===== src/rtl/hazard_scoreboard_pkg.sv =====
// Shared constants for the hazard scoreboard.
//   FWD_RF   : forward-select value meaning "take the operand from the register file"
//   STAGE_EX : scoreboard index of the instruction currently in EX (youngest in-flight entry)
package hazard_scoreboard_pkg;

  localparam int unsigned FWD_RF   = 0;
  localparam int unsigned STAGE_EX = 0;

endpackage


===== src/rtl/hazard_scoreboard_src_match.sv =====
// Per-source priority encoder over the in-flight write entries.
// Ports:
//   src, use_src         : source register and whether the ID instruction reads it
//   ent_v/ent_dst/ent_load : flattened scoreboard entries, index 0 = youngest (EX)
//   hit, idx, is_load    : youngest matching entry, its index and whether it is a load
module sb_src_match #(
  parameter int unsigned RA_W  = 5,
  parameter int unsigned DEPTH = 3,
  localparam int unsigned SEL_W = $clog2(DEPTH)
) (
  input  logic [RA_W-1:0]       src,
  input  logic                  use_src,
  input  logic [DEPTH-1:0]      ent_v,
  input  logic [DEPTH*RA_W-1:0] ent_dst,
  input  logic [DEPTH-1:0]      ent_load,
  output logic                  hit,
  output logic [SEL_W-1:0]      idx,
  output logic                  is_load
);

  always_comb begin
    hit     = 1'b0;
    idx     = '0;
    is_load = 1'b0;
    // Ascending scan keeps the first (youngest) match; $0 never matches.
    for (int unsigned i = 0; i < DEPTH; i++) begin
      if (!hit && use_src && ent_v[i] && (src != '0) &&
          (ent_dst[i*RA_W +: RA_W] == src)) begin
        hit     = 1'b1;
        idx     = SEL_W'(i);
        is_load = ent_load[i];
      end
    end
  end

endmodule


===== src/rtl/hazard_scoreboard.sv =====
// Hazard detection and forwarding unit sitting beside the ID stage.
// Tracks in-flight register writes in a DEPTH-entry shift register
// (index 0 = EX ... DEPTH-1 = WB), decides stall for the ID instruction and
// registers forward selects for its EX cycle.
// Ports:
//   clk, rst           : clock, synchronous active-high reset
//   id_valid           : ID holds a real instruction
//   id_rs, id_rt       : ID source registers; id_use_rs/id_use_rt say whether they are read
//   id_is_br           : ID instruction compares operands in ID (BEQ/BNE/JR)
//   id_wreg, id_wdst   : ID instruction writes register id_wdst
//   id_load            : ID instruction is a load
//   flush              : squash the ID instruction
//   stall              : hold PC and IF/ID (combinational)
//   fwd_a, fwd_b       : registered EX operand source (0 = regfile, s = stage-s bus)
//   br_fwd_a, br_fwd_b : combinational ID-branch operand source, same encoding
//   stall_cnt          : saturating stall-cycle count
module hazard_scoreboard
  import hazard_scoreboard_pkg::*;
#(
  parameter int unsigned RA_W       = 5,
  parameter int unsigned DEPTH      = 3,
  parameter int unsigned LOAD_READY = 2,
  parameter int unsigned FWD_EN     = 1,
  parameter int unsigned BR_IN_ID   = 1,
  parameter int unsigned CNT_W      = 16,
  localparam int unsigned SEL_W     = $clog2(DEPTH)
) (
  input  logic             clk,
  input  logic             rst,
  input  logic             id_valid,
  input  logic [RA_W-1:0]  id_rs,
  input  logic [RA_W-1:0]  id_rt,
  input  logic             id_use_rs,
  input  logic             id_use_rt,
  input  logic             id_is_br,
  input  logic             id_wreg,
  input  logic [RA_W-1:0]  id_wdst,
  input  logic             id_load,
  input  logic             flush,
  output logic             stall,
  output logic [SEL_W-1:0] fwd_a,
  output logic [SEL_W-1:0] fwd_b,
  output logic [SEL_W-1:0] br_fwd_a,
  output logic [SEL_W-1:0] br_fwd_b,
  output logic [CNT_W-1:0] stall_cnt
);

  logic [DEPTH-1:0]      ent_v_q, ent_v_d;
  logic [DEPTH*RA_W-1:0] ent_dst_q, ent_dst_d;
  logic [DEPTH-1:0]      ent_load_q, ent_load_d;
  logic [SEL_W-1:0]      fwd_a_q, fwd_a_d;
  logic [SEL_W-1:0]      fwd_b_q, fwd_b_d;
  logic [CNT_W-1:0]      stall_cnt_q, stall_cnt_d;

  logic             hit_a, hit_b, ld_a, ld_b;
  logic [SEL_W-1:0] idx_a, idx_b;
  logic             stall_a, stall_b;
  logic [SEL_W-1:0] sel_a, sel_b, bsel_a, bsel_b;

  sb_src_match #(.RA_W(RA_W), .DEPTH(DEPTH)) u_match_rs (
    .src      (id_rs),
    .use_src  (id_use_rs),
    .ent_v    (ent_v_q),
    .ent_dst  (ent_dst_q),
    .ent_load (ent_load_q),
    .hit      (hit_a),
    .idx      (idx_a),
    .is_load  (ld_a)
  );

  sb_src_match #(.RA_W(RA_W), .DEPTH(DEPTH)) u_match_rt (
    .src      (id_rt),
    .use_src  (id_use_rt),
    .ent_v    (ent_v_q),
    .ent_dst  (ent_dst_q),
    .ent_load (ent_load_q),
    .hit      (hit_b),
    .idx      (idx_b),
    .is_load  (ld_b)
  );

  // EX-operand and ID-branch-operand decode for one source. The EX consumer
  // sees the producer one stage further on (i+1); a branch needs it now (i).
  function automatic void decode_src(
    input  logic             hit,
    input  logic [SEL_W-1:0] idx,
    input  logic             is_load,
    input  logic             is_br,
    output logic             src_stall,
    output logic [SEL_W-1:0] sel,
    output logic [SEL_W-1:0] bsel
  );
    int unsigned i;
    i         = 32'(idx);
    src_stall = 1'b0;
    sel       = SEL_W'(FWD_RF);
    bsel      = SEL_W'(FWD_RF);
    if (hit) begin
      if (FWD_EN != 0) begin
        if (is_load && (i + 1 < LOAD_READY)) src_stall = 1'b1;
        else if (i + 1 < DEPTH)               sel = SEL_W'(i + 1);
      end else begin
        if (i < DEPTH - 1) src_stall = 1'b1;
      end
      if ((BR_IN_ID != 0) && is_br) begin
        if ((i == STAGE_EX) || (is_load && (i < LOAD_READY))) src_stall = 1'b1;
        else if (i < DEPTH - 1)                               bsel = SEL_W'(i);
      end
    end
  endfunction

  always_comb begin
    stall_a = 1'b0;
    stall_b = 1'b0;
    sel_a   = '0;
    sel_b   = '0;
    bsel_a  = '0;
    bsel_b  = '0;
    decode_src(hit_a, idx_a, ld_a, id_is_br, stall_a, sel_a, bsel_a);
    decode_src(hit_b, idx_b, ld_b, id_is_br, stall_b, sel_b, bsel_b);
  end

  // Flush dominates: a squashed instruction never stalls.
  assign stall    = id_valid && !flush && (stall_a || stall_b);
  assign br_fwd_a = bsel_a;
  assign br_fwd_b = bsel_b;

  always_comb begin
    ent_v_d    = {ent_v_q[DEPTH-2:0], id_valid && id_wreg && !stall && !flush};
    ent_dst_d  = {ent_dst_q[(DEPTH-1)*RA_W-1:0], id_wdst};
    ent_load_d = {ent_load_q[DEPTH-2:0], id_load};
    fwd_a_d    = (stall || flush) ? '0 : sel_a;
    fwd_b_d    = (stall || flush) ? '0 : sel_b;
    stall_cnt_d = stall_cnt_q;
    if (stall && (stall_cnt_q != '1)) stall_cnt_d = stall_cnt_q + CNT_W'(1);
  end

  always_ff @(posedge clk) begin
    if (rst) begin
      ent_v_q     <= '0;
      ent_dst_q   <= '0;
      ent_load_q  <= '0;
      fwd_a_q     <= '0;
      fwd_b_q     <= '0;
      stall_cnt_q <= '0;
    end else begin
      ent_v_q     <= ent_v_d;
      ent_dst_q   <= ent_dst_d;
      ent_load_q  <= ent_load_d;
      fwd_a_q     <= fwd_a_d;
      fwd_b_q     <= fwd_b_d;
      stall_cnt_q <= stall_cnt_d;
    end
  end

  assign fwd_a     = fwd_a_q;
  assign fwd_b     = fwd_b_q;
  assign stall_cnt = stall_cnt_q;

endmodule


===== config.mk =====
export PLATFORM = sky130hd
export DESIGN_NAME = hazard_scoreboard
export DESIGN_NICKNAME = d
export VERILOG_FILES = /design/src/rtl/hazard_scoreboard_pkg.sv /design/src/rtl/hazard_scoreboard_src_match.sv /design/src/rtl/hazard_scoreboard.sv
export SDC_FILE = /design/constraint.sdc
export NUM_CORES = 1
export LEC_CHECK = 0
export CELL_PAD_IN_SITES_DETAIL_PLACEMENT = 0
export CELL_PAD_IN_SITES_GLOBAL_PLACEMENT = 2
export CORE_ASPECT_RATIO = 2
export CORE_MARGIN = 3
export CORE_UTILIZATION = 27
export DETAILED_ROUTE_END_ITERATION = 8
export GPL_ROUTABILITY_DRIVEN = 0
export HOLD_SLACK_MARGIN = 0.15
export PLACE_DENSITY_LB_ADDON = 0.3
export SLEW_MARGIN = 20
export SYNTH_ARGS = -nofsm -noshare
export SYNTH_HDL_FRONTEND = slang
export SYNTH_SLANG_ARGS = --single-unit

===== constraint.sdc =====
create_clock -name clk -period 2.6 [get_ports clk]
set_clock_uncertainty 0.2 [all_clocks]
set_input_delay 0.26 -clock clk [delete_from_list [all_inputs] [get_ports clk]]
set_output_delay 0.26 -clock clk [all_outputs]
set_load 0.02 [all_outputs]

==> flow_summary.json <==
{
  "status": "finished, final reports clean",
  "ys_ff_latch": 34,
  "regArea_um2": 681,
  "rr_endpoint": "stall_cnt[5]",
  "finalMaxSlewViolations": 0,
  "grt_overflow_total": 0,
  "cts-buffers-inserted": 5,
  "syn-cell-area_mm2": 0.00169,
  "port_buffers": 46,
  "fin_crit_sh": 0.956,
  "worst_ep_arrival_time_ns": 2.45,
  "required_ns": 2.57,
  "cp_max_fo": 7,
  "hold_depth": 1,
  "fin_nets": 283,
  "yosysWarnings": 0,
  "initial_core_util": 0.281,
  "wirelength_mm": 5.05,
  "max_cap_violations": 0,
  "ys_top_cells_by_count": "dfxtp_1, nand2_1, nor2b_1",
  "path_clk_slew_ns": 0.05,
  "seqPwrFrac": 0.436,
  "yosys-top-cells-area": "dfxtp_1, xor2_1, nor2b_1",
  "total_power_mw": 1.24,
  "clock_path_buffers": 2,
  "yosysUniqueCellTypes": 39,
  "holdPathEnd": "fwd_b[0]",
  "antenna_cells": 0,
  "endpoint_kind": "flip-flop",
  "design.core.area_mm2": 0.00601,
  "fin_util": 0.431,
  "dpl.cell_count": 310,
  "cts_max_level": 2,
  "drive_gt1_frac": 0.154,
  "cpPeakStageDelay_ns": 0.44,
  "grt_pass1_wl_mm": 7.89,
  "hold_buffers": 0,
  "tritoncts": "done",
  "clock_latency_ns": 0.28,
  "p_comb_frac": 0.086,
  "routed_via_density": 5.11,
  "fillers": 633,
  "place_hpwl_mm": 3.76,
  "drcViolationCount": 0,
  "synth.top_cell.area_share": 0.404,
  "rsz0062_at_grt": "no",
  "synth-edff-count": 0,
  "die_w_um": 61.9,
  "reg2reg_slack_ns": 0.18,
  "yosysSeqAreaShare": 0.404,
  "via_count": 1647,
  "drtAntennaViolNets": 0,
  "hold_class": "reg -> reg",
  "synth_most_common_cell": "dfxtp_1",
  "dr.pass1.iters": 4,
  "syn_inst": 194,
  "layout_setup_ws_ns": 0.113,
  "final_cells": 322,
  "ir_worst_vdd_uv": 253,
  "antenna_found_initial": 0,
  "worstReg2RegStart": "ent_dst_q[1]",
  "internal_power_uw": 970,
  "fmax_mhz": 402,
  "p_sw_frac": 0.217,
  "critPathTopFamily": "simple AND/OR/NAND/NOR gates",
  "path_cells": "clkdlybuf4s50_1, xor2_1, nor4_1, and4_1, o211a_1, o21ai_4, buf_12, nor4_4, mux2_4",
  "slowest_stage": "clkdlybuf4s50_1",
  "leakagePower_nw": 1.01,
  "root_buffer": "clkbuf_16",
  "p_per_area_mw_per_mm2": 479,
  "crit_type": "in -> reg",
  "synth_area_leader_cell": "dfxtp_1",
  "cts.sinks": 34,
  "row_count": 40,
  "reg2reg_depth": 8,
  "ys_async_sr_fraction": 0,
  "hold_ws_ns": 0.285,
  "dieArea_mm2": 0.00728,
  "p_sw_uw": 269,
  "critPathBufInv": 2,
  "setup_viol": 0,
  "synthFlopType": "dfxtp_1",
  "slew_headroom": 0.587,
  "start_kind": "input pin",
  "fin_crit_ns": 2.49,
  "area_delta_synth_final_pct": 53.6,
  "finalHoldViolations": 0,
  "drtIter0Drc": 43,
  "grt_max_degree": 15,
  "tightest_slew_ns": 0.617,
  "grt_pass1_vias": 1661,
  "pwr-share-clk": 0.478,
  "preCtsSetupSlack_ns": -0.358,
  "multi_input_area_um2": 1000,
  "synth_area_per_cell_um2": 8.69,
  "chipHeight_um": 118,
  "hold_start": "ent_load_q[0]",
  "io_pins": 49,
  "grt_usage": 0.146,
  "wl_per_cell_um": 15.7
}
## repair_timing
action	4_1_cts	5_1_grt
pin swaps	3	16
cloned	0	1
setup endpoints to repair	11	14
setup buffers	3	0
gates resized for setup	7	16
## state kept, by name (all words and copies together) (netlist names)
register,count
ent_load_q,2
fwd_b,2
fwd_a,2
stall_cnt,16
ent_dst_q,10
ent_v_q,2
## worst register-to-register path, delay by kind of cell, from the launching register on
kind,cells,cell delay (ns)
simple gates,3,0.76
compound gates,2,0.38
flops,1,0.34
mux,1,0.32
xor+xnor,1,0.16
buf+inv,1,0.16
## cell type report
| class | count | area share |
|---|---|---|
| clock buffer | 7 | 0.0551 |
| clock inverter | 1 | 0.00193 |
| inverter | 3 | 0.00435 |
| multi-input combinational | 147 | 0.386 |
| sequential | 34 | 0.263 |
| tap | 63 | 0.0304 |
| timing repair buffer | 67 | 0.259 |
## layer usage
metal	GRT usage	vias up	part of all wire
met5	0	-	0
met4	0.0876	0	0.040
met3	0.0340	15	0.044
met2	0.251	42	0.55
met1	0.149	772	0.37
li1	-	818	-
## cells by family after synthesis
kind of cell               after synthesis  share of synthesized area
other                                    1                    0.00223
adders and majority gates                1                    0.00742
and+or+nand+nor                         86                      0.288
buffers and inverters                   14                     0.0408
AOI/OAI and AO/OA                       35                      0.137
DFF                                     34                      0.404
xor gates and xnor gates                22                      0.114
muxes                                    1                    0.00668
## power groups by stage
stage                     Clock [mW]  Combinational, mW  Sequential [mW]
after global placement             0              0.103            0.551
after global routing           0.633              0.115            0.541
after detailed placement           0              0.103            0.551
after CTS                      0.615              0.105            0.540
after floorplan                    0             0.0454            0.549
final                          0.592              0.106            0.540
## per-stage QoR
step / setup TNS (ns) / area [um2]
floorplan: 0 / 1690
detailed placement: -4.35 / 2320
global placement: -3.98 / 2320
CTS: -0.0754 / 2510
finish: 0 / 2590
global route: 0 / 2590
## worst max-delay path by stage
stage / endpoint / start / slack [ns] / cells past startpoint
after global routing: stall_cnt[8] / ent_dst_q[1] / 0.004 / 8
after CTS: stall / id_rs[1] / -0.08 / 9
after floorplan: stall_cnt[5] / ent_dst_q[2] / 0.30 / 8
final: stall_cnt[5] / id_rt[0] / 0.11 / 9
after global placement: stall / id_rt[1] / -0.32 / 8
after detailed placement: stall_cnt[5] / id_rt[1] / -0.36 / 9
## layout by cell type, fill, tap and decap left out, drive strengths merged, types with 9 or more instances in the layout
cell type      instances
a21oi                 14
buf                   20
clkbuf                 9
clkdlybuf4s50         36
dfxtp                 34
nand2                 14
nor2                  13
nor2b                 14
xnor2                  9
xor2                  13
Power figures use the tool's default switching activity.
